<file path="src/rtl/key_script_sequencer.sv">
// Replays a small table of {space,right,left} key masks, each held for a number of ticks,
// into the game logic in place of a live keyboard.
module key_script_sequencer #(
  parameter int STEPS    = 16,
  parameter int DUR_W    = 20,
  parameter int TICK_DIV = 65_000,
  localparam int AW      = (STEPS > 1) ? $clog2(STEPS) : 1
) (
  input  logic             clk,
  input  logic             rst,
  input  logic             wr_en,
  input  logic [AW-1:0]    wr_addr,
  input  logic [2:0]       wr_keys,
  input  logic [DUR_W-1:0] wr_dur,
  input  logic             wr_last,
  input  logic             start,
  input  logic             abort,
  input  logic             loop_en,
  output logic             key_space,
  output logic             key_right,
  output logic             key_left,
  output logic             busy,
  output logic             done,
  output logic [AW-1:0]    step_idx
);

  localparam int PW = $clog2(TICK_DIV + 1);

  typedef enum logic [1:0] {
    S_IDLE   = 2'd0,
    S_LOAD   = 2'd1,
    S_PLAY   = 2'd2,
    S_FINISH = 2'd3
  } state_t;

  logic [2:0]       r_keys_mem [STEPS];
  logic [DUR_W-1:0] r_dur_mem  [STEPS];
  logic             r_last_mem [STEPS];

  state_t           r_state;
  logic [AW-1:0]    r_step;
  logic [2:0]       r_keys;
  logic [DUR_W-1:0] r_dur;
  logic             r_last;
  logic [PW-1:0]    r_pre;
  logic [DUR_W-1:0] r_tick;
  logic             r_busy;
  logic             r_done;

  logic             w_wr_ok;
  logic             w_pre_wrap;
  logic             w_step_end;
  logic             w_final;

  // Script table holds its contents across reset so a bench can preload it once.
  assign w_wr_ok = wr_en && (int'(wr_addr) < STEPS);

  always_ff @(posedge clk) begin
    if (w_wr_ok) begin
      r_keys_mem[wr_addr] <= wr_keys;
      r_dur_mem[wr_addr]  <= wr_dur;
      r_last_mem[wr_addr] <= wr_last;
    end
  end

  assign w_pre_wrap = (r_pre == PW'(TICK_DIV - 1));
  assign w_step_end = w_pre_wrap && (r_tick == r_dur - DUR_W'(1));
  assign w_final    = r_last || (r_step == AW'(STEPS - 1));

  always_ff @(posedge clk) begin
    if (rst) begin
      r_state <= S_IDLE;
      r_step  <= '0;
      r_keys  <= '0;
      r_dur   <= DUR_W'(1);
      r_last  <= 1'b0;
      r_pre   <= '0;
      r_tick  <= '0;
      r_busy  <= 1'b0;
      r_done  <= 1'b0;
    end else begin
      r_done <= 1'b0;
      if (abort && (r_state != S_IDLE)) begin
        r_state <= S_IDLE;
        r_keys  <= '0;
        r_pre   <= '0;
        r_tick  <= '0;
        r_busy  <= 1'b0;
      end else begin
        case (r_state)
          S_IDLE: begin
            r_keys <= '0;
            if (start && !abort) begin
              r_step  <= '0;
              r_state <= S_LOAD;
              r_busy  <= 1'b1;
            end
          end
          // Entry is latched here, so rewrites of a playing entry only show at its next load.
          S_LOAD: begin
            r_keys  <= r_keys_mem[r_step];
            r_dur   <= (r_dur_mem[r_step] == '0) ? DUR_W'(1) : r_dur_mem[r_step];
            r_last  <= r_last_mem[r_step];
            r_pre   <= '0;
            r_tick  <= '0;
            r_state <= S_PLAY;
          end
          S_PLAY: begin
            if (w_pre_wrap) begin
              r_pre <= '0;
              if (w_step_end) begin
                r_tick <= '0;
                if (w_final) begin
                  if (loop_en) begin
                    r_step  <= '0;
                    r_state <= S_LOAD;
                  end else begin
                    r_state <= S_FINISH;
                    r_done  <= 1'b1;
                  end
                end else begin
                  r_step  <= r_step + AW'(1);
                  r_state <= S_LOAD;
                end
              end else begin
                r_tick <= r_tick + DUR_W'(1);
              end
            end else begin
              r_pre <= r_pre + PW'(1);
            end
          end
          S_FINISH: begin
            r_state <= S_IDLE;
            r_keys  <= '0;
            r_busy  <= 1'b0;
          end
          default: begin
            r_state <= S_IDLE;
            r_keys  <= '0;
            r_busy  <= 1'b0;
          end
        endcase
      end
    end
  end

  assign key_space = r_keys[2];
  assign key_right = r_keys[1];
  assign key_left  = r_keys[0];
  assign busy      = r_busy;
  assign done      = r_done;
  assign step_idx  = r_step;

endmodule

</file>
<file path="config.mk">
export PLATFORM = sky130hd
export DESIGN_NAME = key_script_sequencer
export DESIGN_NICKNAME = d
export VERILOG_FILES = /design/src/rtl/key_script_sequencer.sv
export SDC_FILE = /design/constraint.sdc
export NUM_CORES = 1
export LEC_CHECK = 0
export ABC_CLOCK_PERIOD_IN_PS = 3600
export CAP_MARGIN = 20
export CORE_MARGIN = 3
export CORE_UTILIZATION = 64
export CTS_BUF_LIST = sky130_fd_sc_hd__clkbuf_2 sky130_fd_sc_hd__clkbuf_4 sky130_fd_sc_hd__clkbuf_8
export CTS_CLUSTER_SIZE = 30
export DETAILED_ROUTE_END_ITERATION = 10
export HOLD_SLACK_MARGIN = 0.1
export PLACE_DENSITY = 0.82
export SYNTH_ARGS = -nofsm -noshare
export SYNTH_HDL_FRONTEND = slang
export SYNTH_SLANG_ARGS = --single-unit
</file>
<file path="constraint.sdc">
create_clock -name clk -period 3.6 [get_ports clk]
set_input_delay 0.36 -clock clk [delete_from_list [all_inputs] [get_ports clk]]
set_output_delay 0.36 -clock clk [all_outputs]
set_load 0.03 [all_outputs]
</file>
Word level (Yosys, flattened, before mapping)
Memories as Yosys holds them, arrays and structs flattened. A register that Yosys moved wholly into a read port is not among the register bits.
Index checks and enable logic that the tools add are counted.
Widths: inputs -> output; s select.
{"block": "word_totals", "reg_bits": 67, "ramBits": 384, "inputBits": 34, "output_inout_bits": 9, "wordCells": 78, "mem_count": 3}
{"name": "r_dur_mem", "words": 16, "word_bits": 20, "rd": 1, "rd_clocked_by_memory_dff": 1, "wr": 1, "line_no": "37", "source": "logic [DUR_W-1:0] r_dur_mem [STEPS];"}
{"name": "r_keys_mem", "words": 16, "word_bits": 3, "rd": 1, "rd_clocked_by_memory_dff": 1, "wr": 1, "line_no": "36", "source": "logic [2:0] r_keys_mem [STEPS];"}
{"name": "r_last_mem", "words": 16, "word_bits": 1, "rd": 1, "rd_clocked_by_memory_dff": 1, "wr": 1, "line_no": "38", "source": "logic r_last_mem [STEPS];"}
{"block": "classes", "add_sub_neg": 4, "n_eq_ne": 10, "muxes": 28, "bitwise_logic": 5, "reduce_logical": 20}
{"op": "$mux 20", "count": 3}
{"op": "$pmux 20 s2", "count": 1}
{"op": "$mux 4", "count": 9}
{"op": "$pmux 16 s2", "count": 1}
{"op": "$add 20x1->20 const B", "count": 1}
{"op": "$eq 20x20->1", "count": 1}
{"op": "$logic_not 20->1", "count": 1}
{"op": "$sub 20x1->20 const B", "count": 1}
{"op": "$add 16x1->16 const B", "count": 1}
{"op": "$eq 16x16->1 const B", "count": 1}
{"op": "$mux 16", "count": 1}
{"op": "$mux 2", "count": 5}
{"op": "$reduce_bool 2->1", "count": 5}
{"op": "$pmux 2 s4", "count": 1}
{"op": "$pmux 4 s2", "count": 1}
{"op": "$ne 2x2->1 const B", "count": 3}
{"op": "$pmux 3 s2", "count": 1}
{"op": "$reduce_and 2->1", "count": 3}
{"op": "$reduce_and 6->1", "count": 1}
{"op": "$reduce_or 6->1", "count": 1}
{"op": "$not 1->1", "count": 5}
{"op": "$add 4x1->4 const B", "count": 1}
{"op": "$eq 2x2->1 const B", "count": 2}
{"op": "$eq 4x4->1 const B", "count": 1}
{"op": "10 further kinds", "count": 16}

Longest topological paths before layout
Gate-level depths: netlist of run 1.
{"block": "depth", "depth_word": 8, "mapped_depth": 10, "depth_no_buf": 9}

Least setup slack after synthesis of run 1
Ideal clock, no wire load.
{"block": "synth_path", "path_type": "input to register", "startpoint": "input port wr_addr[2]", "endpoint": "memory r_dur_mem[0][0] (enable)", "setup_ns": 0.435, "arrival_ns": 2.542, "required_time_ns": 3.165, "path_slack_ns": 0.623, "path_stages": 2, "n_path_buf": 0, "cell_sequence": "or3b_2 -> nor3_1"}
{"element": "from (decl)", "line_no": "12", "source": "input logic [AW-1:0] wr_addr,"}
{"element": "to (decl)", "line_no": "37"}
Straight into the memory's write port.

Worst setup path in the final report of run 1
{"block": "layout_path", "startpoint": "register r_dur[0]", "endpoint": "register r_tick[12]"}
{"block": "layout_via", "elab_chain_cells": 6}
{"element": "from (decl)", "line_no": "43", "source": "logic [DUR_W-1:0] r_dur;"}
{"element": "from (signal assigned)", "line_no": "102", "source": "r_dur <= (r_dur_mem[r_step] == '0) ? DUR_W'(1) : r_dur_mem[r_step];"}
{"element": "$sub 20x1->20", "line_no": "67", "source": "assign w_step_end = w_pre_wrap && (r_tick == r_dur - DUR_W'(1));"}
{"element": "$eq 20x20->1", "line_no": "67"}
{"element": "$logic_and 1x1->1", "line_no": "67"}
{"element": "$mux 20", "line_no": "111", "source": "if (w_step_end) begin"}
{"element": "$mux 20", "line_no": "109", "source": "if (w_pre_wrap) begin"}
{"element": "$pmux 20 s2", "line_no": "90", "source": "case (r_state)"}
{"element": "to (signal assigned)", "line_no": "126", "source": "r_tick <= r_tick + DUR_W'(1);"}
{"element": "to (decl)", "line_no": "46", "source": "logic [DUR_W-1:0] r_tick;"}
No other way between the ends. The select of a mux whose other input is x is not followed.
A chain may end at the register's enable or synchronous reset.

==> impl_metrics.csv, run 1 <==
group,metric,value,unit
status,outcome,"finished clean",
sta,slew_headroom,37.7,%
synth,synth_fp_nets,1101,
clock_tree,numCtsBuffers,71,
clock_tree,cts_tree,"yes",
worst_setup_path,timing.critical_path.buf_inv,3,
clock_tree,clock_latency,0.59,ns
sta,finalClockSkew,0.0298,ns
clock_tree,clock-root-buffer,"sky130_fd_sc_hd__clkbuf_8",
synth,netlist_area,0.0184,mm²
layout,flow.area_growth_from_synthesis,14.0,%
floorplan,die_x,176,µm
synth,synth_cell_type_count,63,
routing,ant_nets,0,
worst_setup_path,top_delay_family_on_crit_path,"simple AND/OR/NAND/NOR gates",
routing,drc,0,
synth,ys_seq_elements,456,
synth,xor_xnor_portion_of_the_synthesized_cell_area,2.57,%
worst_setup_path,timing.setup.critical_path_class,"reg -> reg",
routing,drt_wl_total,41300,µm
worst_setup_path,critical_path_arrival,3.58,ns
power,leakage,0.00658,µW
sta,layout_worst_path_cycle_share,87.0,%
worst_setup_path,regToRegSetupSlack,0.47,ns
synth,synth.yosys.seq_area_share,70.4,%
worst_setup_path,crit_path_frequent_cell,"sky130_fd_sc_hd__buf_4",
routing,drt-vias-per-instance,6.48,
synth,synth_top_family_by_area,"multiplexers",
clock_tree,hold_buffers,0,
power,power.density,558,mW/mm²
routing,top_layer_used,"met4",
sta,setup_repair_after_global_routing_missed_its_margin,"false",
layout,final_common_cell,"sky130_fd_sc_hd__edfxtp_1",
sta,timing_hold_violations_final,0,
grt,largest_net_degree_at_the_start_of_global_routing,58,
clock_tree,cts_sink_count,456,
floorplan,core_area,0.0281,mm²
worst_setup_path,critical_path.endpoint_type,"flop",
clock_tree,post_cts_buffers,0,
routing,met3_wirelength,3730,µm
routing,detailedRoute.firstIterationViolations,1061,
power,worst_case_vdd_ir_drop,0.381,mV
sta,finalSetupViolCount,0,
hold_path,hp-class,"reg -> reg",
synth,synthFlopType,"sky130_fd_sc_hd__edfxtp_1",
clock_tree,post_cts_resized,0,
floorplan,die-height,176,µm
sta,totalNegativeSetupSlack,0,ns
routing,detailroute.wirelength.met2,20400,µm
sta,count_of_final_max_slew_check_failures,0,
placed_design,gp_congestion,0.920,
synth,synth-simple-area-share,6.92,%
floorplan,io_pins,43,
synth,synthesis.instances,1058,
floorplan,fp.dieArea,0.0309,mm²
worst_setup_path,master_of_the_slowest_instance_on_the_critical_path,"sky130_fd_sc_hd__or4b_4",
grt,globalRouteOverflowTotal,0,
worst_setup_path,worstSetupPathDepth,11,
run,maxcap_violations,0,
worst_setup_path,cell_chain_of_the_critical_path,"inv_1, ha_1, or4b_4, nor4_2, and4_1, o21ai_0, a311oi_2, buf_4, a21o_1, buf_4, a211oi_1",
grt,grt_pass1_vias,10700,
layout,num_antenna_cells,0,
synth,synth_compound_gate_area_share,4.09,%
routing,avgRoutedWirePerCell,26.0,µm
placed_design,placed_wire_length_estimate,25400,µm
sta,max_clock_freq,319,MHz
routing,drt-pass1-iter-count,5,
routing,wirelength_met1,16100,µm
synth,post_synth_main_area_contributors,"sky130_fd_sc_hd__edfxtp_1, sky130_fd_sc_hd__mux4_2, sky130_fd_sc_hd__dfxtp_1",
routing,routed_via_count,10300,
worst_setup_path,cp_data_required_time,4.05,ns
grt,grt_antenna_before_repair,0,
worst_setup_path,worst_path_largest_cell_delay,0.52,ns
layout,finalNetCount,1202,
hold_path,min_delay_path_depth,2,
floorplan,rows,61,
clock_tree,htree_levels,3,
layout,design_area,0.0210,mm²
synth,post_synth.cell_area_avg,17.4,µm²
synth,synthMuxAreaShare,14.0,%
clock_tree,clock_edge_transition_at_the_registers_on_the_reported_setup_and_hold_paths,0.06,ns
synth,synthDominantCellAreaShare,62.6,%
synth,asyncSetResetFlopFracSynth,0,%
sta,layout_min_cycle_time,3.13,ns
grt,grt_first_pass_wirelength,62900,µm
placed_design,placed_cell_area,0.0196,mm²
synth,synth-warning-count,0,
synth,synth_adder_area_share,0.611,%
layout,most-common-layout-cells,"sky130_fd_sc_hd__edfxtp_1, sky130_fd_sc_hd__mux4_2, sky130_fd_sc_hd__nand2_1, sky130_fd_sc_hd__clkbuf_8, sky130_fd_sc_hd__dfxtp_1",
floorplan,start_util,65.6,%
synth,number_of_synthesized_flops_with_an_enable_pin,384,
sta,tightest_slew,0.933,ns
sta,worst_hold_slack,0.467,ns
grt,grt_util_all_layers,27.4,%
worst_setup_path,worst_setup_path_start_kind,"flop",
worst_setup_path,reg2regPathDepth,11,
worst_setup_path,path_max_fanout,12,
layout,drive_above_1_share,23.8,%
placed_design,port_buffers,42,
synth,synth_top_cell_by_area,"sky130_fd_sc_hd__edfxtp_1",
clock_tree,cts_buffer_depth,3,
## worst register-to-register path, stage by stage (launching register included)
cell	delay [ns]
sky130_fd_sc_hd__dfxtp_1	0.35
sky130_fd_sc_hd__inv_1	0.07
sky130_fd_sc_hd__ha_1	0.18
sky130_fd_sc_hd__or4b_4	0.52
sky130_fd_sc_hd__nor4_2	0.46
sky130_fd_sc_hd__and4_1	0.24
sky130_fd_sc_hd__o21ai_0	0.13
sky130_fd_sc_hd__a311oi_2	0.21
sky130_fd_sc_hd__buf_4	0.18
sky130_fd_sc_hd__a21o_1	0.32
sky130_fd_sc_hd__buf_4	0.26
sky130_fd_sc_hd__a211oi_1	0.10
## where the power goes
part	internal [µW]	total, µW	switching [µW]	leakage, µW
Sequential	5890	6030	136	0.00405
Clock	2240	4190	1940	0.000734
Combinational	594	1510	912	0.00179
## logic make-up after synthesis
kind of cell	after synthesis
buf+inv	65
simple gates	247
fa+ha+maj	9
xor+xnor	54
flops	456
compound gates	110
mux	117
## sequential cells by signal (all words and copies together) (netlist names), named ones only
| signal | flops |
|---|---|
| r_dur_mem | 320 |
| r_keys_mem | 48 |
| r_dur | 20 |
| r_tick | 20 |
| r_last_mem | 16 |
| r_pre | 16 |
| step_idx | 4 |
| r_keys | 3 |
| r_state | 2 |
| busy | 1 |
| done | 1 |
| r_last | 1 |
## stage by stage
| step | total power (µW) | cells | util [%] | setup WS [ns] |
|---|---|---|---|---|
| after detailed placement | 7620 | 1464 | 69.9 | 0.466 |
| after global placement | 7600 | 1464 | 69.9 | 0.554 |
| final | 11700 | 1591 | 74.8 | 0.467 |
| after floorplan | 7140 | 1058 | - | 0.623 |
| after CTS | 11800 | 1591 | 74.8 | 0.472 |
| after global routing | 12200 | 1591 | 74.8 | 0.258 |
## layer usage
metal | vias to the layer above | global-route usage (%)
met5 | - | 0
met4 | 0 | 9.34
met3 | 84 | 5.99
met2 | 573 | 43.3
met1 | 5191 | 38.9
li1 | 4462 | -
## synthesized netlist by cell type, drive strengths merged, types with 3 or more instances
cell type  instances
xor2              28
edfxtp           384
mux2i              5
buf               20
inv               15
nand3b             3
a31oi             11
nor3              18
nand2b            13
nand4             16
xnor2             26
nand2             75
nor2              53
and4               6
a22oi             19
a21oi             27
clkbuf            30
nand3              8
a211oi            20
or4                5
nor4              14
or3                4
ha                 9
or2                4
and2               7
o21ai              8
dfxtp             72
o22ai              5
nor2b              3
mux4             112
and3               9
## worst paths after layout
path,end,from
worst max-delay path,r_tick[12],r_dur[0]
worst max register to register,r_tick[12],r_dur[0]
worst min-delay path,r_last,r_last
worst min register to register,r_last,r_last
## final cells by class
type | instances | area (µm²)
flip-flops and latches | 456 | 13000
fillers | 1617 | 7080
inverters | 15 | 56.3
clock inverters | 28 | 191
well taps | 378 | 473
repair buffers | 78 | 816
multi-input cells | 537 | 5300
clock buffers | 99 | 1190
(Power assumes the default switching activity.)
==> inputs of run 2 (changes only) <==
==> constraint.sdc (replaced) <==
create_clock -name clk -period 3.6 [get_ports clk]
set_input_delay 0.9 -clock clk [delete_from_list [all_inputs] [get_ports clk]]
set_output_delay 0.9 -clock clk [all_outputs]
set_load 0.03 [all_outputs]
==> impl_metrics.csv, run 2 (synthesis results as in run 1) <==
group,metric,value,unit
layout,num_antenna_cells,0,
grt,largest_net_degree_at_the_start_of_global_routing,33,
worst_setup_path,path_max_fanout,7,
power,sw_frac_of_total,25.0,%
clock_tree,post_cts_resized,0,
sta,count_of_final_max_slew_check_failures,0,
clock_tree,cts_sink_count,456,
clock_tree,cts_tree,"yes",
clock_tree,hold_buffers,0,
sta,worst_slack,0.591,ns
grt,global_route.usage.met1,36.7,%
floorplan,io_pins,43,
sta,slew_headroom,51.6,%
placed_design,placed_wire_length_estimate,24800,µm
run,maxcap_violations,0,
power,power.density,556,mW/mm²
routing,avgRoutedWirePerCell,24.4,µm
status,outcome,"finished clean",
routing,drt_wl_total,39000,µm
clock_tree,htree_levels,3,
layout,final_common_cell,"sky130_fd_sc_hd__edfxtp_1",
placed_design,port_buffers,42,
placed_design,place_worst_setup_slack,0.573,ns
floorplan,fp.dieArea,0.0309,mm²
sta,timing_hold_violations_final,0,
sta,max_clock_freq,332,MHz
grt,grt_antenna_before_repair,1,
clock_tree,numCtsBuffers,71,
worst_setup_path,reg2regPathDepth,9,
routing,drt-pass1-iter-count,5,
power,power_report.internal_total,8800,µW
power,power.share.clock,36.1,%
layout,final-instance-count-excl-fill,1602,
routing,detailedRoute.firstIterationViolations,991,
worst_setup_path,worst_setup_path_start_kind,"flop",
worst_setup_path,timing.setup.critical_path_class,"reg -> reg",
power,leakage,0.00664,µW
sta,tightest_slew,0.724,ns
clock_tree,clock_latency,0.59,ns
grt,use_met2,41.3,%
worst_setup_path,critical_path_arrival,3.52,ns
worst_setup_path,critical_path.endpoint_type,"flop",
power,worst_case_vdd_ir_drop,0.318,mV
floorplan,rows,61,
layout,drive_above_1_share,25.0,%
grt,grt_first_pass_wirelength,60700,µm
hold_path,min_delay_path_depth,2,
floorplan,core_area,0.0281,mm²
clock_tree,post_cts_buffers,0,
worst_setup_path,regToRegStartpoint,"r_dur[0]",
power,comb_power_share,12.5,%
layout,flow.area_growth_from_synthesis,14.5,%
floorplan,die_x,176,µm
grt,use_met3,5.64,%
sta,totalNegativeSetupSlack,0,ns
placed_design,place_inst,1473,
routing,ant_nets,0,
grt,grt_util_all_layers,26.2,%
sta,layout_min_cycle_time,3.01,ns
routing,routed_via_count,10200,
worst_setup_path,cp_data_required_time,4.11,ns
layout,largest_register_ff_count,320,
layout,max_flop_register,"r_dur_mem",
grt,grt_pass1_vias,10600,
routing,drt-vias-per-instance,6.37,
clock_tree,cts_buffer_depth,3,
clock_tree,clock-root-buffer,"sky130_fd_sc_hd__clkbuf_8",
worst_setup_path,timing_startpoint_of_the_critical_path,"r_dur[0]",
hold_path,hold_endpoint,"r_last",
floorplan,die-height,176,µm
clock_tree,clock_edge_transition_at_the_registers_on_the_reported_setup_and_hold_paths,0.06,ns
sta,setup_repair_after_global_routing_missed_its_margin,"false",
layout,finalNetCount,1211,
grt,global_route.peak_usage_layer,"met2",
power,total_switching_power,2940,µW
grt,globalRouteOverflowTotal,0,
layout,finalCoreUtilization,75.1,%
worst_setup_path,regToRegSetupSlack,0.59,ns
power,p_seq_share,51.4,%
hold_path,hp-start,"r_last",
routing,drc,0,
floorplan,start_util,65.6,%
worst_setup_path,worst_r2r_endpoint,"step_idx[1]",
placed_design,gp_congestion,0.859,
hold_path,hp-class,"reg -> reg",
sta,finalSetupViolCount,0,
sta,finalClockSkew,0.0245,ns
layout,largest_registers,"r_dur_mem: 320 flops, r_keys_mem: 48 flops",
layout,most-common-layout-cells,"sky130_fd_sc_hd__edfxtp_1, sky130_fd_sc_hd__mux4_2, sky130_fd_sc_hd__clkbuf_8, sky130_fd_sc_hd__nand2_1, sky130_fd_sc_hd__dfxtp_1",
sta,layout_worst_path_cycle_share,83.6,%
==> run 2: changes by cell type in the layout (fill, tap and decap cells not counted), sizes merged <==
cell,change
clkinv,-7
inv,-1
clkbuf,+9
bufinv,-1
clkinvlp,+2
buf,+9
==> run 2: how the worst max path moves through the flow <==
stage	to	slack, ns	depth (start not counted)
after floorplan	r_dur_mem[0][0]	0.08	2
after global placement	flop	0.67	9
after detailed placement	flop	0.57	9
after CTS	step_idx[1]	0.57	9
after global routing	flop	0.35	9
final	step_idx[1]	0.59	9
==> run 2: layout make-up <==
cell class                      count  area, µm²
Clock buffer                      108       1290
Clock inverter                     21        120
Fill cell                        1635       6980
Inverter                           15       56.3
Multi-Input combinational cell    537       5300
Sequential cell                   456      13000
Tap cell                          378        473
Timing Repair Buffer               87        883
==> run 2: critical path, cell delays in order (launching register included) <==
cell and delay [ns]:
sky130_fd_sc_hd__dfxtp_1 0.34, sky130_fd_sc_hd__inv_1 0.07, sky130_fd_sc_hd__ha_1 0.18, sky130_fd_sc_hd__or4b_4 0.52, sky130_fd_sc_hd__nor4_2 0.40, sky130_fd_sc_hd__and4_1 0.23
sky130_fd_sc_hd__o21ai_0 0.11, sky130_fd_sc_hd__a311oi_2 0.46, sky130_fd_sc_hd__a31o_1 0.40, sky130_fd_sc_hd__mux2i_1 0.22
==> run 2: power groups by stage <==
stage                     Combinational [µW]  Sequential [µW]  Clock [µW]
after floorplan                         1030             6110           0
after global placement                  1420             6130           0
after detailed placement                1450             6140           0
after CTS                               1460             6030        4300
after global routing                    1610             6050        4550
final                                   1470             6030        4230
==> run 2: stage by stage <==
step	area, µm²	hold slack (ns)	total power (µW)
after floorplan	18400	0.444	7140
after global placement	19700	0.458	7550
after detailed placement	19700	0.462	7590
after CTS	21100	0.470	11800
after global routing	21100	0.498	12200
final	21100	0.467	11700
==> run 2: routing by layer <==
layer	vias to the layer above	routed length [µm]
met3	81	2990
met5	-	13
met2	452	19100
met1	5187	15900
li1	4490	-
met4	2	1030
